File: src/rtl/vc_round_robin_dispatcher.sv
// vc_round_robin_dispatcher
//   Spreads one val/rdy input stream across NUM_OUTS val/rdy consumers in
//   rotating order. Each output owns a one-entry buffer. An accepted message
//   lands in the highest-priority empty buffer. That output then becomes the
//   lowest priority.
//
// Ports
//   clk      in   clock, posedge
//   reset    in   asynchronous, active-low
//   in_val   in   input message valid
//   in_rdy   out  at least one buffer is empty (state only, never out_rdy)
//   in_msg   in   [MSG_NBITS-1:0] input message
//   out_val  out  [NUM_OUTS-1:0] buffer i holds a message (registered)
//   out_rdy  in   [NUM_OUTS-1:0] consumer i accepts its message
//   out_msg  out  [NUM_OUTS*MSG_NBITS-1:0] buffer i at slice i (registered)

// One-entry output buffer for a single consumer port.
module vc_round_robin_dispatcher_lane #(
  parameter int MSG_NBITS = 8
) (
  input  logic                 clk,
  input  logic                 reset,
  input  logic                 i_enq,
  input  logic [MSG_NBITS-1:0] i_msg,
  input  logic                 i_deq_rdy,
  output logic                 o_full,
  output logic [MSG_NBITS-1:0] o_msg
);
  logic                 r_full;
  logic [MSG_NBITS-1:0] r_buf;
  logic                 r_hold;
  logic [MSG_NBITS-1:0] r_msg_q;

  // Enqueue only ever targets an empty buffer, so enq and deq never collide.
  always_ff @(posedge clk or negedge reset) begin
    if (!reset) begin
      r_full <= 1'b0;
      r_buf  <= '0;
    end else begin
      if (i_enq) begin
        r_full <= 1'b1;
        r_buf  <= i_msg;
      end else if (r_full && i_deq_rdy) begin
        r_full <= 1'b0;
      end
    end
  end

  assign o_full = r_full;
  assign o_msg  = r_buf;

  // Shadow of last cycle's held message. An asynchronous reset clears the
  // hold flag, so a dropped message is never flagged as unstable.
  always_ff @(posedge clk or negedge reset) begin
    if (!reset) begin
      r_hold  <= 1'b0;
      r_msg_q <= '0;
    end else begin
      r_hold  <= r_full & ~i_deq_rdy;
      r_msg_q <= r_buf;
    end
  end

  always_ff @(posedge clk) begin
    if (reset && r_hold) assert (r_buf == r_msg_q);
  end
endmodule

module vc_round_robin_dispatcher #(
  parameter int                  NUM_OUTS           = 2,
  parameter int                  MSG_NBITS          = 8,
  parameter logic [NUM_OUTS-1:0] RESET_PRIORITY_VAL = 1
) (
  input  logic                          clk,
  input  logic                          reset,
  input  logic                          in_val,
  output logic                          in_rdy,
  input  logic [MSG_NBITS-1:0]          in_msg,
  output logic [NUM_OUTS-1:0]           out_val,
  input  logic [NUM_OUTS-1:0]           out_rdy,
  output logic [NUM_OUTS*MSG_NBITS-1:0] out_msg
);
  logic [NUM_OUTS-1:0]                r_prio;
  logic [NUM_OUTS-1:0]                w_full;
  logic [NUM_OUTS-1:0]                w_avail;
  logic [NUM_OUTS-1:0]                w_target;
  logic [NUM_OUTS-1:0][MSG_NBITS-1:0] w_lane_msg;
  logic [2*NUM_OUTS-1:0]              w_dbl;
  logic [2*NUM_OUTS-1:0]              w_dbl_prio;
  logic [2*NUM_OUTS-1:0]              w_gnt;
  logic                               w_enq;

  assign w_avail = ~w_full;
  assign in_rdy  = |w_avail;
  assign w_enq   = in_val & in_rdy;

  // Variable-priority pick with wrap: on the doubled request vector,
  // subtracting the priority bit clears everything from the priority bit up
  // to the first request at or above it. AND-ing with the complement leaves
  // only that first request. The two halves fold the wrap-around back.
  assign w_dbl      = {w_avail, w_avail};
  assign w_dbl_prio = {{NUM_OUTS{1'b0}}, r_prio};
  assign w_gnt      = w_dbl & ~(w_dbl - w_dbl_prio);
  assign w_target   = w_gnt[NUM_OUTS-1:0] | w_gnt[2*NUM_OUTS-1:NUM_OUTS];

  // Rotation only advances on an accepted input.
  always_ff @(posedge clk or negedge reset) begin
    if (!reset)     r_prio <= RESET_PRIORITY_VAL;
    else if (w_enq) r_prio <= {w_target[NUM_OUTS-2:0], w_target[NUM_OUTS-1]};
  end

  for (genvar i = 0; i < NUM_OUTS; i++) begin : g_lane
    vc_round_robin_dispatcher_lane #(.MSG_NBITS(MSG_NBITS)) u_lane (
      .clk       (clk),
      .reset     (reset),
      .i_enq     (w_enq & w_target[i]),
      .i_msg     (in_msg),
      .i_deq_rdy (out_rdy[i]),
      .o_full    (w_full[i]),
      .o_msg     (w_lane_msg[i])
    );
  end

  assign out_val = w_full;
  assign out_msg = w_lane_msg;

  always_ff @(posedge clk) begin
    if (reset) begin
      assert ($onehot(r_prio));
      if (in_rdy) assert ($onehot(w_target));
    end
  end
endmodule

File: config.mk
export PLATFORM = sky130hd
export DESIGN_NAME = vc_round_robin_dispatcher
export DESIGN_NICKNAME = d
export VERILOG_FILES = /design/src/rtl/vc_round_robin_dispatcher.sv
export SDC_FILE = /design/constraint.sdc
export NUM_CORES = 1
export LEC_CHECK = 0
export CORE_MARGIN = 3
export CORE_UTILIZATION = 38
export DETAILED_ROUTE_END_ITERATION = 12
export PLACE_DENSITY = 0.76
export REMOVE_ABC_BUFFERS = 1
export SYNTH_ARGS = -nofsm -noshare
export SYNTH_HDL_FRONTEND = slang
export SYNTH_SLANG_ARGS = --single-unit
export TNS_END_PERCENT = 100
File: constraint.sdc
create_clock -name clk -period 1.8 [get_ports clk]
set_input_delay 0.54 -clock clk [delete_from_list [all_inputs] [get_ports clk]]
set_output_delay 0.54 -clock clk [all_outputs]
set_load 0.005 [all_outputs]
---- Word-level counts from Yosys, hierarchy flattened ----
Index checks and enable logic that the tools add are counted.
operators by class
  shift-type cells ........................ 0
  magnitude comparators ................... 0
  divide/modulo/power cells ............... 0
  bitwise operators ....................... 7
  $mul .................................... 0
  mux-type cells .......................... 4
  equality and inequality tests ........... 0
  $add $sub $neg .......................... 1
  reduce and logical (&&, ||, !) cells .... 5
operator list
  operator                   count
  bitwise AND 4 bit          1
  2-to-1 mux 1 bit           4
  inverter 4 bit             1
  nonzero test 2 bit         2
  subtractor 4 x 2 -> 4 bit  1
  bitwise AND 1 bit          3
  logical AND 1 bit          2
  inverter 2 bit             1
  bitwise OR 2 bit           1
  OR reduction 2 bit         1
storage, ports and cells
  latch bits .............................. 0
  output and inout bits ................... 19
  memories kept ........................... 0
  ROM bits ................................ 0
  register bits after elaboration ......... 20
  logic and storage cells ................. 22
  bits in writable memories ............... 0

---- Logic depth before layout (Yosys ltp) ----
  depth in word-level cells ............... 7
  gate-level depth with buffers ........... 6
  depth with buffers taken out ............ 5

---- Cells and area by module ----
Synthesis repeated with hierarchy kept, for this count alone.
unflattened totals
  cell total of the unflattened synthesis .. 58
  area, all modules ....................... 907.1 um^2
by module, submodules not included
  module                          times used  cells an instance  area an instance (um^2)  sequential area each (um^2)
  vc_round_robin_dispatcher_lane  2           20                 369.1                    225.2
  vc_round_robin_dispatcher       1           18                 168.9                    51.3

---- Worst setup path after synthesis ----
No wires, ideal clock.
  kind .................................... flip-flop to flip-flop
  start ................................... register r_prio[0]
  end ..................................... register g_lane[1].u_lane.r_buf[0]
  stages on the path, launching flop included .. 6
  slack ................................... -139 ps
  data required time ...................... 1675 ps
  period minus slack after synthesis ...... 1939 ps
  arrival ................................. 1814 ps
  cells stage by stage .................... dfstp_2 -> nand2_1 -> fa_1 -> nor3b_2 -> a41oi_4 -> mux2_2
between the ends
  longest elaborated chain between the ends .. 5
ends and longest elaborated chain
  what                       RTL line  source
  start: declaration         83        logic [NUM_OUTS-1:0] r_prio;
  start signal: assignment   109       else if (w_enq) r_prio <= {w_target[NUM_OUTS-2:0], w_target[NUM_OUTS-1]};
  subtractor 4 x 2 -> 4 bit  103       assign w_gnt = w_dbl & ~(w_dbl - w_dbl_prio);
  inverter 4 bit             103
  bitwise AND 4 bit          103
  bitwise OR 2 bit           104       assign w_target = w_gnt[NUM_OUTS-1:0] | w_gnt[2*NUM_OUTS-1:NUM_OUTS];
  bitwise AND 1 bit          116       .i_enq (w_enq & w_target[i]),
  end signal: assignment     42        r_buf <= i_msg;
  end: declaration           30        logic [MSG_NBITS-1:0] r_buf;
Every way passes these cells.
A chain may end at the register's enable or synchronous reset.

---- Final worst setup path ----
  start ................................... register r_prio[0]
  end ..................................... register g_lane[1].u_lane.r_buf[7]
Same word-level chain as after synthesis.

==> metrics <==
Core Util, Final 69.9%; final hold vios 0; setup slack, reg-to-reg -0.14 ns; Cell Area, Placed 1280 sq um; synthesized instance count 58; static leakage 0.680 nW; RSZ-0062 raised after global routing true; reg2reg path depth 6; TritonRoute pass-1 iters 2; vias in the first global route 656; global-route wire length before repair 2.85 mm; pwr/cell area 1880 nW/um^2; Synth cell types 19; Post-DRT Antenna Nets 0; drt wl/cell 15.4 um; worst hold-check path type flip-flop to flip-flop; crit path max fanout 5; Inst Count DP 124; post-synth top area share 54.3%; CTS sink cnt 20; Filler Cell Count 152; Final #Nets 119; CP arrival 2.13 ns; max-cap viol count 0; placer congestion estimate 0.738; die area 2920 sq um; syn_area_per_cell 15.1 sq um; Iter 0 DRT Violations 3; cell row count 16; Num CTS Buffers 3; CP Capture Type flip-flop; clk_lat worst skew 0.29 ns; most frequent cells in the layout clkdlybuf4s50_1 (28), dfrtp_1 (19), mux2_4 (16); Worst Path Required 1.98 ns; Final min period 1.94 ns; ys async rst share 100%; Critical R2R Launch r_prio[0]; Fmax 515 MHz; EDFF count, synth 0; Hold Buf Count CTS 0; status finished, violations left; Clock Tree Root clkbuf_4; initial antenna violation count 0; placeable core region 2060 sq um; Vias 597; area leader, netlist dfrtp_1; DRC viols 0; sequential share of the synthesized area 57.3%; commonest non-fill, non-tap cell in the layout clkdlybuf4s50_1; Top FF cell, synth dfrtp_1; Starting Density 42.5%; hold depth 1; Syn Std Cell Area 876 sq um; Critical Setup Path Class flip-flop to flip-flop; clock transition at the registers of the reported paths 0.12 ns; die width 54.0 um; Chip Height 54.0 um; largest cells by area after synthesis dfrtp_1 (54%), mux2_2 (19%), a41oi_4 (3.1%), dfstp_2 (3.0%), fa_1 (2.3%); Final Cycle Share 108%; Final setup violation count 17; Endpoint, Worst Hold r_prio[1]; grt total ovfl 0; Post-Layout Cell Count 130; peak supply drop 1190 uV; area grow syn2layout 64.6%; antenna diode count 0; Syn. warnings 0; CTS tree done; layout cell share with drive strength beyond 1 41.7%; final clock skew 0.00759 ns; IO Port Bufs 31; worst flop-to-flop path endpoint g_lane[1].u_lane.o_msg[7]; final instance area 1440 sq um; post-route setup slack -0.142 ns; crit start category flip-flop; gr usage total 14.1%; HP Start r_prio[1]; htree depth 1; Via density 4.59; slew margin rel. 83.0%; final wirelength 2.00 mm; Max Transition Viols Final 0; Post-DP HPWL 1.34 mm; #FFs+latches synth 20; Max clock buf depth 2; Slew @ Worst Pin 0.256 ns; IO Count 32; failing checks setup timing; largest net degree at the start of global routing 21
## power by group
part	total (W)	internal, W	leakage, nW	switching, W
registers	0.000808	0.000685	0.237	0.000123
clock network	0.000359	0.000225	0.0279	0.000135
logic	0.00155	0.00103	0.415	0.000517
## Yosys cell counts (2+ instances only)
| cell type | number |
|---|---|
| inv_1 | 3 |
| mux2_2 | 15 |
| buf_4 | 2 |
| a21o_1 | 2 |
| nand2_1 | 4 |
| dfrtp_1 | 19 |
## stage by stage
step,hold slack (ns),power (W),TNS (ns),setup slack [ns]
6_report,0.497,0.00272,-1.86,-0.142
4_1_cts,0.499,0.00258,-2.00,-0.145
2_1_floorplan,0.244,0.00139,-6.10,-0.567
3_3_place_gp,0.464,0.00205,-1.84,-0.147
5_1_grt,0.516,0.00289,-2.88,-0.195
3_5_place_dp,0.470,0.00209,-2.30,-0.166
## worst max-delay path, stage by stage, from the launching register on
cell     delay [ns]
dfstp_2        0.55
nand2_2        0.06
fa_2           0.52
nor3b_2        0.05
a41oi_4        0.20
buf_6          0.16
mux2_4         0.30
## cells by family (layout without fill, tap and decap cells)
group | Yosys count | in the layout | share of synthesized area, %
flops | 20 | 20 | 57.3
mux | 16 | 16 | 21.0
simple gates | 9 | 9 | 7.86
buf+inv | 6 | 51 | 3.57
compound gates | 5 | 5 | 6.57
fa+ha+maj | 2 | 2 | 3.71
## area by class of cell
cell class / count / area, sq um / share of cell area, %
clock buffer: 3 / 22.5 / 1.56
clock inverter: 1 / 30.0 / 2.08
inverter: 3 / 11.3 / 0.781
multi-input combinational: 32 / 423 / 29.3
sequential: 20 / 502 / 34.8
tap: 27 / 33.8 / 2.34
timing repair buffer: 44 / 419 / 29.1
## routing by layer
layer / vias up / track usage [%] / wire length, um
met4: 0 / 7.47 / 17
met3: 2 / 4.71 / 135
li1: 289 / - / -
met5: - / 0 / 0
met1: 286 / 17.1 / 925
met2: 20 / 22.2 / 927
## worst max path at each step
stage	from	to	slack [ns]	cells after the start
2_1_floorplan	r_prio[0]	g_lane[0].u_lane.o_msg[0]	-0.57	5
3_3_place_gp	in_val	g_lane[1].u_lane.o_msg[0]	-0.15	5
3_5_place_dp	in_val	g_lane[1].u_lane.o_msg[7]	-0.17	5
4_1_cts	r_prio[0]	g_lane[0].u_lane.o_msg[5]	-0.15	6
5_1_grt	r_prio[0]	g_lane[1].u_lane.o_msg[7]	-0.20	6
6_report	r_prio[0]	g_lane[1].u_lane.o_msg[7]	-0.14	6
## repair_timing
action,in CTS,in global routing
buffers inserted,1,0
gates resized for setup,14,17
pin swaps,0,1
cloned,0,1
setup endpoints to repair,20,20
## registers in the layout (all words and copies together), names as in the netlist
register and cells:
r_prio 2, g_lane.u_lane.o_full 2, g_lane.u_lane.o_msg 16
Note: power is estimated with default switching activity, not from simulation.
